==> config.mk <==
export PLATFORM = sky130hd
export DESIGN_NAME = oled_cmd_arbiter
export DESIGN_NICKNAME = d
export VERILOG_FILES = /design/src/rtl/oled_pkg.sv /design/src/rtl/rr_arbiter.sv /design/src/rtl/oled_cmd_arbiter.sv
export SDC_FILE = /design/constraint.sdc
export NUM_CORES = 1
export LEC_CHECK = 0
export ABC_AREA = 0
export CORE_MARGIN = 2
export CORE_UTILIZATION = 31
export CTS_CLUSTER_DIAMETER = 30
export DETAILED_ROUTE_END_ITERATION = 16
export GPL_TIMING_DRIVEN = 0
export MAX_ROUTING_LAYER = met4
export SLEW_MARGIN = 10
export SYNTH_ARGS = -nofsm -noshare
export SYNTH_HDL_FRONTEND = slang
export SYNTH_HIERARCHICAL = 1
export SYNTH_SLANG_ARGS = --single-unit
==> constraint.sdc <==
create_clock -name CLOCK_50 -period 7 [get_ports CLOCK_50]
set_input_delay 2.1 -clock CLOCK_50 [delete_from_list [all_inputs] [get_ports CLOCK_50]]
set_output_delay 2.1 -clock CLOCK_50 [all_outputs]
set_load 0.05 [all_outputs]
==> src/rtl/oled_pkg.sv <==
// Shared opcode constants and arbiter FSM encoding for the OLED command path.
package oled_pkg;

  localparam logic [7:0] OP_IDLE  = 8'd0;
  localparam logic [7:0] OP_INIT  = 8'd1;
  localparam logic [7:0] OP_CLEAR = 8'd2;
  localparam logic [7:0] OP_CHAR  = 8'd3;

  typedef enum logic [2:0] {
    StIdle,
    StIssue,
    StWaitStart,
    StWaitDone,
    StComplete
  } arb_state_e;

endpackage

==> src/rtl/rr_arbiter.sv <==
// Combinational round-robin picker: searches from (last_grant + 1) mod NUM_REQ upward.
module rr_arbiter #(
  parameter int unsigned NUM_REQ = 3
) (
  input  logic [NUM_REQ-1:0] req_i,
  input  logic [1:0]         last_grant_i,
  output logic [1:0]         grant_o,
  output logic               grant_valid_o
);

  // Padded to four so a 2-bit index is always in range.
  logic [3:0] req_pad;
  logic [1:0] idx;

  assign req_pad = 4'(req_i);

  // First requesting index after the last grant wins.
  always_comb begin
    grant_o       = last_grant_i;
    grant_valid_o = 1'b0;
    idx           = '0;
    for (int unsigned off = 1; off <= NUM_REQ; off++) begin
      idx = 2'((32'(last_grant_i) + off) % NUM_REQ);
      if (!grant_valid_o && req_pad[idx]) begin
        grant_o       = idx;
        grant_valid_o = 1'b1;
      end
    end
  end

endmodule

==> src/rtl/oled_cmd_arbiter.sv <==
// Arbitrates several command requesters onto a single OLED driver, with a
// start/done handshake on drv_busy and a watchdog that aborts a stuck command.
module oled_cmd_arbiter
  import oled_pkg::*;
#(
  parameter int unsigned NUM_REQ        = 3,
  parameter int unsigned TIMEOUT_CYCLES = 1000000
) (
  input  logic                    CLOCK_50,
  input  logic                    reset,
  input  logic [NUM_REQ-1:0]      req_valid,
  input  logic [NUM_REQ*8-1:0]    req_op,
  input  logic [NUM_REQ*16-1:0]   req_data,
  input  logic [NUM_REQ*16-1:0]   req_cursor,
  output logic [NUM_REQ-1:0]      req_ready,
  output logic [NUM_REQ-1:0]      req_done,
  output logic [NUM_REQ-1:0]      req_error,
  output logic [7:0]              drv_op,
  output logic [15:0]             drv_data,
  output logic [7:0]              drv_cursor_x,
  output logic [7:0]              drv_cursor_y,
  input  logic                    drv_busy,
  output logic [1:0]              grant_id,
  output logic                    arb_busy
);

  arb_state_e  state_q, state_d;
  logic [1:0]  last_grant_q, last_grant_d;
  logic [7:0]  drv_op_q, drv_op_d;
  logic [15:0] drv_data_q, drv_data_d;
  logic [7:0]  drv_x_q, drv_x_d;
  logic [7:0]  drv_y_q, drv_y_d;
  logic [31:0] wdog_q, wdog_d;

  logic [1:0]  rr_grant;
  logic        rr_valid;
  logic [7:0]  sel_op;
  logic [15:0] sel_data;
  logic [15:0] sel_cursor;
  logic        waiting;
  logic        timeout;

  rr_arbiter #(
    .NUM_REQ(NUM_REQ)
  ) u_rr (
    .req_i        (req_valid),
    .last_grant_i (last_grant_q),
    .grant_o      (rr_grant),
    .grant_valid_o(rr_valid)
  );

  assign waiting = (state_q == StWaitStart) || (state_q == StWaitDone);
  assign timeout = waiting && (wdog_q >= TIMEOUT_CYCLES);

  // Mux the winning requester's command fields.
  always_comb begin
    sel_op     = '0;
    sel_data   = '0;
    sel_cursor = '0;
    for (int unsigned i = 0; i < NUM_REQ; i++) begin
      if (rr_grant == 2'(i)) begin
        sel_op     = req_op[8*i +: 8];
        sel_data   = req_data[16*i +: 16];
        sel_cursor = req_cursor[16*i +: 16];
      end
    end
  end

  // State register.
  always_ff @(posedge CLOCK_50) begin
    if (reset) begin
      state_q <= StIdle;
    end else begin
      state_q <= state_d;
    end
  end

  // Next-state logic; a zero opcode bypasses the driver entirely.
  always_comb begin
    state_d = state_q;
    unique case (state_q)
      StIdle: begin
        if (rr_valid) begin
          state_d = (sel_op == OP_IDLE) ? StComplete : StIssue;
        end
      end
      StIssue:     state_d = StWaitStart;
      StWaitStart: begin
        if (timeout) begin
          state_d = StIdle;
        end else if (drv_busy) begin
          state_d = StWaitDone;
        end
      end
      StWaitDone: begin
        if (timeout) begin
          state_d = StIdle;
        end else if (!drv_busy) begin
          state_d = StComplete;
        end
      end
      StComplete:  state_d = StIdle;
      default:     state_d = StIdle;
    endcase
  end

  // Handshake pulses; suppressed while reset is held so an abort emits nothing.
  always_comb begin
    req_ready = '0;
    req_done  = '0;
    req_error = '0;
    for (int unsigned i = 0; i < NUM_REQ; i++) begin
      req_ready[i] = !reset && (state_q == StIdle) && rr_valid && (rr_grant == 2'(i));
      req_done[i]  = !reset && (state_q == StComplete) && (last_grant_q == 2'(i));
      req_error[i] = !reset && timeout && (last_grant_q == 2'(i));
    end
    arb_busy = (state_q != StIdle);
  end

  // Datapath next-state: grant memory, driver-facing command latch, watchdog.
  always_comb begin
    last_grant_d = last_grant_q;
    drv_op_d     = drv_op_q;
    drv_data_d   = drv_data_q;
    drv_x_d      = drv_x_q;
    drv_y_d      = drv_y_q;
    wdog_d       = wdog_q;
    unique case (state_q)
      StIdle: begin
        if (rr_valid) begin
          last_grant_d = rr_grant;
          // Loaded on the edge into ISSUE so the driver sees the command there.
          if (sel_op != OP_IDLE) begin
            drv_op_d   = sel_op;
            drv_data_d = sel_data;
            drv_x_d    = sel_cursor[7:0];
            drv_y_d    = sel_cursor[15:8];
          end
        end
      end
      StIssue: wdog_d = '0;
      StWaitStart, StWaitDone: begin
        wdog_d = wdog_q + 32'd1;
        if (timeout || (state_q == StWaitStart && drv_busy)) begin
          drv_op_d = OP_IDLE;
        end
      end
      StComplete: drv_op_d = OP_IDLE;
      default:    drv_op_d = OP_IDLE;
    endcase
  end

  // Datapath registers.
  always_ff @(posedge CLOCK_50) begin
    if (reset) begin
      last_grant_q <= 2'(NUM_REQ - 1);
      drv_op_q     <= '0;
      drv_data_q   <= '0;
      drv_x_q      <= '0;
      drv_y_q      <= '0;
      wdog_q       <= '0;
    end else begin
      last_grant_q <= last_grant_d;
      drv_op_q     <= drv_op_d;
      drv_data_q   <= drv_data_d;
      drv_x_q      <= drv_x_d;
      drv_y_q      <= drv_y_d;
      wdog_q       <= wdog_d;
    end
  end

  assign drv_op       = drv_op_q;
  assign drv_data     = drv_data_q;
  assign drv_cursor_x = drv_x_q;
  assign drv_cursor_y = drv_y_q;
  assign grant_id     = last_grant_q;

endmodule

## After elaboration in Yosys (flattened, before gate mapping)

Index checks and enable logic that the tools add are counted.

- Input bits: 126
- Logic and storage cells: 99
- Register bits: 77

- Equality and inequality tests: 13
- Divide/modulo/power cells: 3
- $add $sub $neg: 4
- $lt $le $gt $ge: 4
- Multiplexer cells: 33
- Reduce and logical (&&, ||, !) cells: 34
- Bitwise logic cells: 1

Operator list:

| operator | count |
|---|---|
| 32-bit by 2-bit remainder unit with 32-bit output, second input constant | 3 |
| 16-bit two-way mux | 6 |
| 32-bit one-hot mux with 2 select lines | 1 |
| 8-bit two-way mux | 6 |
| 32-bit by 1-bit adder with 32-bit output, second input constant | 1 |
| 32-bit by 20-bit greater-or-equal comparator with 1-bit output, second input constant | 1 |
| 8-bit one-hot mux with 3 select lines | 1 |
| 3-bit two-way mux | 6 |
| 1-bit logical AND | 17 |
| 3-bit one-hot mux with 4 select lines | 1 |
| 2-bit by 3-bit less-than comparator with 1-bit output, second input constant | 3 |
| 8-bit logical NOT | 1 |
| 8-bit nonzero test | 1 |
| 2-bit by 2-bit adder with 3-bit output, second input constant | 2 |
| 1-bit binary-select mux with 2-bit select | 3 |
| 3-bit by 2-bit == test with 1-bit output, second input constant | 2 |
| 1-bit two-way mux | 6 |
| 2-bit two-way mux | 3 |
| 3-bit inequality test, second input constant | 2 |
| 3-bit AND reduction | 2 |
| 2-bit by 1-bit == test with 1-bit output, second input constant | 2 |
| 2-bit == test, second input constant | 2 |
| 2-bit logical NOT | 2 |
| 2-bit inequality test, second input constant | 2 |
| 13 further kinds | 16 |

## Logic depth before layout (Yosys ltp)

Gate-level depths: netlist (run 1).

- Word-level depth: 19
- Mapped depth: 16
- Gate-level depth less buffers: 12

## Cells and area by module

Netlist (run 1), hierarchy kept.

Modules (own cells, without submodules):

| module | sequential area each (µm²) | times used | cells each | area each (µm²) |
|---|---|---|---|---|
| oled_cmd_arbiter | 1541.5 | 1 | 514 | 4132.7 |
| rr_arbiter | 0.0 | 1 | 50 | 326.6 |

## Least setup slack after synthesis (run 1)

Ideal clock, no wire load.

- Path kind: input to output
- Start point: input req_valid[0]
- End point: output req_ready[1]
- Stages on the path: 9
- Slack: -279 ps
- Path buffers: 4
- Arrival: 5179 ps
- Path through: buf_2 o21bai_1 a21oi_1 o211a_1 o32a_1 buf_6 buf_6 clkbuf_1 nor4b_1

- Cells in the longest elaborated chain, start to end: 11
- Elaborated cells between the ends (all ways): 19

RTL lines:

| item | line | RTL |
|---|---|---|
| start: declaration | oled_cmd_arbiter.sv:11 | `input logic [NUM_REQ-1:0] req_valid,` |
| 1-bit binary-select mux with 2-bit select | rr_arbiter.sv:24 | `if (!grant_valid_o && req_pad[idx]) begin` |
| 1-bit two-way mux (implied by the code) | rr_arbiter.sv:24 |  |
| 1-bit two-way mux | rr_arbiter.sv:24 |  |
| 1-bit logical NOT | rr_arbiter.sv:24 |  |
| 1-bit logical AND | rr_arbiter.sv:24 |  |
| 1-bit two-way mux | rr_arbiter.sv:24 |  |
| 1-bit logical NOT | rr_arbiter.sv:24 |  |
| 1-bit logical AND | rr_arbiter.sv:24 |  |
| 2-bit two-way mux * | rr_arbiter.sv:24 |  |
| named net rr_grant[0] | oled_cmd_arbiter.sv:35 | `logic [1:0] rr_grant;` |
| 2-bit by 1-bit == test with 1-bit output * | oled_cmd_arbiter.sv:113 | `req_ready[i] = !reset && (state_q == StIdle) && rr_valid && (rr_grant == 2'(i));` |
| 1-bit logical AND * | oled_cmd_arbiter.sv:113 |  |
| end: declaration | oled_cmd_arbiter.sv:15 | `output logic [NUM_REQ-1:0] req_ready,` |

The timed path passes the listed nets; every way through them passes the cells marked *. The select of a mux whose other input is x is not followed.

## Final worst setup path (run 1)

- Start point: input req_valid[2]
- End point: output req_ready[0]

- Cells in the longest elaborated chain, start to end: 11
- Elaborated cells between the ends (all ways): 19

RTL lines:

| item | line |
|---|---|
| 1-bit binary-select mux with 2-bit select | rr_arbiter.sv:24 |
| 1-bit two-way mux (implied by the code) | rr_arbiter.sv:24 |
| 1-bit two-way mux | rr_arbiter.sv:24 |
| 1-bit logical NOT | rr_arbiter.sv:24 |
| 1-bit logical AND | rr_arbiter.sv:24 |
| 1-bit two-way mux | rr_arbiter.sv:24 |
| 1-bit logical NOT | rr_arbiter.sv:24 |
| 1-bit logical AND | rr_arbiter.sv:24 |
| 2-bit two-way mux * | rr_arbiter.sv:24 |
| named net rr_grant[1] | oled_cmd_arbiter.sv:35 |
| 2-bit logical NOT * | oled_cmd_arbiter.sv:113 |
| 1-bit logical AND * | oled_cmd_arbiter.sv:113 |

Marks and branches as above.

==> results of run 1 <==
## kinds of logic (layout without fill, tap and decap cells)
kind of cell / after synthesis / count (layout) / synth area share [%]
AO/OA/AOI/OAI: 151 / 151 / 23.0
flip-flops: 77 / 77 / 34.6
AND/OR/NAND/NOR: 227 / 227 / 24.0
buffers and inverters: 54 / 243 / 5.56
adder cells (fa/ha/maj): 4 / 4 / 1.12
multiplexers: 51 / 51 / 11.7
## cells in the final DEF (no fill, tap or decap), drive strengths merged, types with 3 or more instances in the layout
cell             n
o2bb2ai          8
mux2             9
nor3             6
nor2           105
dfxtp           77
nand2b           3
o21ai           10
nand2           29
o21a             3
ha               4
a311oi           3
or3              9
mux2i           42
or2              4
a21oi           59
nand3           33
clkbuf          36
nand4            6
o211ai           8
nor4            10
and3             7
nor2b            4
a22oi            4
clkdlybuf4s50  172
inv             15
a22o             8
a211oi          34
buf             15
## repair_timing
action                                  CTS  global route
resized for setup                        17             4
endpoints found under the setup margin    3             3
hold buffers                              0             0
## critical path, stage by stage
cell             delay [ps]
clkdlybuf4s50_1         540
or2_2                   380
nor4_1                  190
a21oi_1                 100
a2bb2oi_1               150
buf_6                   150
clkbuf_1                270
buf_2                   300
nor4_2                  300
clkbuf_4                290
## per-stage QoR
step                      setup WS, ps  utilization [%]
final                              132             48.2
after global routing              5.12             48.2
after CTS                         64.4             48.1
after detailed placement          -656             46.1
after global placement            -626             46.1
after floorplan                    381                -
## power by group
part           switching, mW  total [mW]  internal, mW
logic                   1.28        2.04         0.756
registers             0.0665       0.604         0.537
clock network          0.174       0.459         0.285
total                   1.52        3.10          1.58
## worst paths after layout
check | from | end | slack (ps) | depth (start not counted)
worst min register to register | drv_op[1] | drv_op[1] | 470 | 1
worst max register to register | grant_id[0] | drv_data[12] | 2980 | 15
worst min-delay path | drv_op[1] | drv_op[1] | 470 | 1
worst max-delay path | req_valid[2] | req_ready[0] | 130 | 10
## state kept, by name, summed over array words and instances (netlist names)
register      count
wdog_q           32
drv_data         16
drv_cursor_x      8
drv_cursor_y      8
drv_op            8
state_q           3
grant_id          2
## area by class of cell
cell class                      instances  area (sq um)
Clock inverter                          4          47.5
Multi-Input combinational cell        433          2690
Timing Repair Buffer                  175          1750
Fill cell                            1365          7250
Sequential cell                        77          1540
Tap cell                              180           225
Clock buffer                           12           246
Buffer                                 37           185
Inverter                               15          56.3
## layer usage
metal  vias to the layer above  global-route usage, %  wire [um]
met3                        13                   5.82       1120
met4                         0                   4.78        178
met1                      2184                   23.7       6150
li1                       2430                      -          -
met5                         -                      -          0
met2                       155                   33.2       7250
==> impl_metrics.ini, run 1 <==
[critical_path]
worst_setup_path_end_kind = output port
worst-setup-path-type = primary input to output port
cp.arrival_ps = 4770
crit_required_ps = 4900
start_kind = primary input
critPathMaxFanout = 10

[route]
wl_mm = 14.7
route.vias.total = 4782
routedWlPerCell_um = 15.8
first_pass_iters = 5
vias_per_cell = 5.13
antenna_left = 0
dr.first_iter.drc_count = 217
drc = 0

[sta]
relSlewSlack_pct = 55.6
worst_clock_skew_ps = 7.58
hold_viol = 0
whs_ps = 473
grt_setup_unrepaired = false
setup_viol = 0
min_period_over_period_pct = 98.1
worstMarginPinSlew_ps = 660
tns_ps = 0
max_freq_mhz = 146
drv_slew = 0
min_period_ps = 6870

[yosys]
synthTopCellsByArea = dfxtp_1 35%, mux2i_1 9.4%, nor2_1 8.8%
ys_warn_count = 6
synthDistinctLibCells = 52
postSynthCellCount = 564
synth_area_leader_cell = dfxtp_1
yosys.cell_count.top_type = nor2_1
synth_edf_count = 0
ys_ff_latch = 77
ys.flop_type = dfxtp_1
synth.cell_area_sq_um = 4460
avgSynthCellArea_sq_um = 7.91
synth-async-reset-ratio_pct = 0
synth_fp_nets = 694
yosysTopAreaCellShare_pct = 34.6
synth_common_cells = 105 x nor2_1, 77 x dfxtp_1, 58 x a21oi_1
yosysSeqAreaShare_pct = 34.6

[placement]
dpl.hpwl_mm = 11.7
gp_congestion = 0.878
placed_area_sq_um = 6450
dp.cells = 919
port_buffers = 175

[die]
start_util_pct = 31.9
dieArea_sq_um = 15400
rows = 43
fp.dieH_um = 124
design.core.area_sq_um = 14000
ios = 178
dieWidth_um = 124

[finish]
final_net_count = 878
syn_to_final_growth_pct = 51.2
antenna_cells = 0
final_layout_size_suffix_gt1_share_pct = 6.91
stdcell_count = 933
fin_area_sq_um = 6740

[cts]
htreeDepth = 3
clockBufferDepth = 2
cts_buffers = 9
path_clk_slew_ps = 60
insertion_delay_ps = 330
cts_root_buf = clkbuf_16
cts_sinks = 77
tritoncts = yes
post_cts.repair.setup_buffers = 0

[grt]
grt_pass1_wl_mm = 23.1
antenna_found_initial = 0
grt_overflow = 0
globalRouteTotalUtil_pct = 19.9
grt_pass1_vias = 4643
grt_max_degree = 20

[pwr]
p_per_area_nw_per_um2 = 460
p_total_mw = 3.10
vdd_drop_max_uv = 223
leakagePower_nw = 2.43

[min_path]
hp-class = register to register

[run_status]
status = completed

[run]
maxCapViolCount = 0
(Power assumes the default switching activity.)
==> run 2: changes to the inputs <==
CORE_MARGIN = 10   (was 2)
==> run 2 against run 1 <==
Hold slack improved by 8.3 ps. Clock-buffer cell count increased by 1. Setup slack improved by 92 ps. Non-clock buffer count decreased by 1. Critical path depth decreased by 5. Via count increased by 1.2%. Clock power increased by 3%. Routed wire length increased by 11%. Combinational power about the same. Sequential share of layout area about the same. Final cell count decreased by 0.11%. Die area increased by 27%.
==> impl_metrics.ini, run 2 (synthesized netlist as in run 1, its figures left out) <==
[die]
ios = 178
design.core.area_sq_um = 14000
fp.dieH_um = 140
start_util_pct = 31.9
dieWidth_um = 140
dieArea_sq_um = 19600
rows = 43

[sta]
max_freq_mhz = 148
relSlewSlack_pct = 51.1
grt_setup_unrepaired = false
hold_viol = 0
worst_clock_skew_ps = 9.99
min_period_over_period_pct = 96.8
drv_slew = 0
setup_viol = 0
min_period_ps = 6780
worstMarginPinSlew_ps = 726

[pwr]
p_per_area_nw_per_um2 = 461
p_total_mw = 3.11
switching_share_pct = 48.9
leakagePower_nw = 2.44
combPwrFrac_pct = 65.3
p_switching_mw = 1.52
vdd_drop_max_uv = 239
power.internal_mw = 1.59
seqPwrFrac_pct = 19.5
clock_power_share_pct = 15.3

[run]
maxCapViolCount = 0

[cts]
cts_buffers = 9
htreeDepth = 3
post_cts.repair.setup_buffers = 0
insertion_delay_ps = 340
tritoncts = yes
path_clk_slew_ps = 50
cts_sinks = 77
cts_root_buf = clkbuf_16
clockBufferDepth = 2

[run_status]
status = completed

[route]
wl_met2_mm = 7.95
antenna_left = 0
first_pass_iters = 4
wl_mm = 16.3
top_layer = met4
routedWlPerCell_um = 17.5
met1_length_mm = 6.47
route.vias.total = 4840
wl_met3_mm = 1.72
drc = 0
vias_per_cell = 5.19
dr.first_iter.drc_count = 246

[placement]
placed_area_sq_um = 6450
port_buffers = 175
gp_congestion = 0.868
dpl.hpwl_mm = 13.3
dp.cells = 919

[finish]
antenna_cells = 0
syn_to_final_growth_pct = 51.3
largest-register = wdog_q
largest_reg_flops = 32
final_net_count = 877
final_layout_size_suffix_gt1_share_pct = 6.91
final_cell_mix = 172 x clkdlybuf4s50_1, 104 x nor2_1, 77 x dfxtp_1
final_common_cell = clkdlybuf4s50_1
stdcell_count = 932
fin_area_sq_um = 6750

[critical_path]
crit_buf_inv = 4
critPathMaxFanout = 10
worst_setup_path_end_kind = output port
cp_cell_sequence = clkdlybuf4s50_1 -> clkbuf_1 -> clkbuf_1 -> nor4_1 -> clkdlybuf4s50_1
start_kind = primary input
critPathSlowestCell = clkdlybuf4s50_1
cp.arrival_ps = 4680
cpLargestDelayFamily = buffers and inverters
crit_required_ps = 4900
worst-setup-path-type = primary input to output port
slowest_delay_ps = 730

[grt]
globalRouteTotalUtil_pct = 16.6
grt_overflow = 0
grt_max_degree = 20
antenna_found_initial = 0
grt_pass1_vias = 5011
grt_pass1_wl_mm = 26.1

[min_path]
hp-class = register to register
==> run 2: metrics by stage <==
stage	hold WS, ps	TNS [ps]	utilization (%)	setup slack (ps)
finish	482	0	48.2	224
global route	506	0	48.2	87.6
CTS	482	0	48.2	53.7
detailed placement	461	-1740	46.1	-607
global placement	459	-1660	46.1	-569
floorplan	452	0	-	381
==> run 2: worst paths after layout <==
| check | startpoint | end | slack (ps) | depth (start not counted) |
|---|---|---|---|---|
| setup / recovery | reset | req_error[0] | 220 | 5 |
| hold / removal | drv_op[5] | drv_op[5] | 480 | 1 |
| setup reg to reg | grant_id[0] | drv_op[6] | 2880 | 14 |
| hold reg to reg | drv_op[5] | drv_op[5] | 480 | 1 |
==> run 2: timing repair <==
action,4_1_cts,5_1_grt
hold buffers,0,0
endpoints found under the setup margin,3,3
cloned,0,0
resized for setup,17,3
pin swaps,0,0
==> run 2: area by class of cell <==
type	instances	area (sq um)
Fill cell	1380	7240
Multi-Input combinational cell	433	2690
Timing Repair Buffer	175	1750
Sequential cell	77	1540
Clock buffer	13	260
Tap cell	180	225
Buffer	36	181
Inverter	15	56.3
Clock inverter	3	43.8
==> run 2: power groups by stage <==
| stage | combinational, mW | sequential (mW) | clock, mW |
|---|---|---|---|
| detailed placement | 2.05 | 0.612 | 0 |
| global placement | 2.04 | 0.609 | 0 |
| floorplan | 1.20 | 0.877 | 0 |
| CTS | 2.04 | 0.605 | 0.484 |
| finish | 2.03 | 0.605 | 0.474 |
| global route | 2.23 | 0.618 | 0.507 |
==> run 2: worst register-to-register path: cells and delay by family, from the launching register on <==
kind | cells | cell delay [ps]
AND/OR/NAND/NOR | 4 | 1190
multiplexers | 1 | 220
buffers and inverters | 3 | 490
adder cells (fa/ha/maj) | 1 | 370
flip-flops | 1 | 520
AO/OA/AOI/OAI | 5 | 1250
==> run 2: routing by layer <==
metal | GRT usage (%) | vias up
met3 | 8.38 | 12
met2 | 27.5 | 158
li1 | - | 2431
met4 | 3.91 | 0
met1 | 17.3 | 2239
met5 | - | -
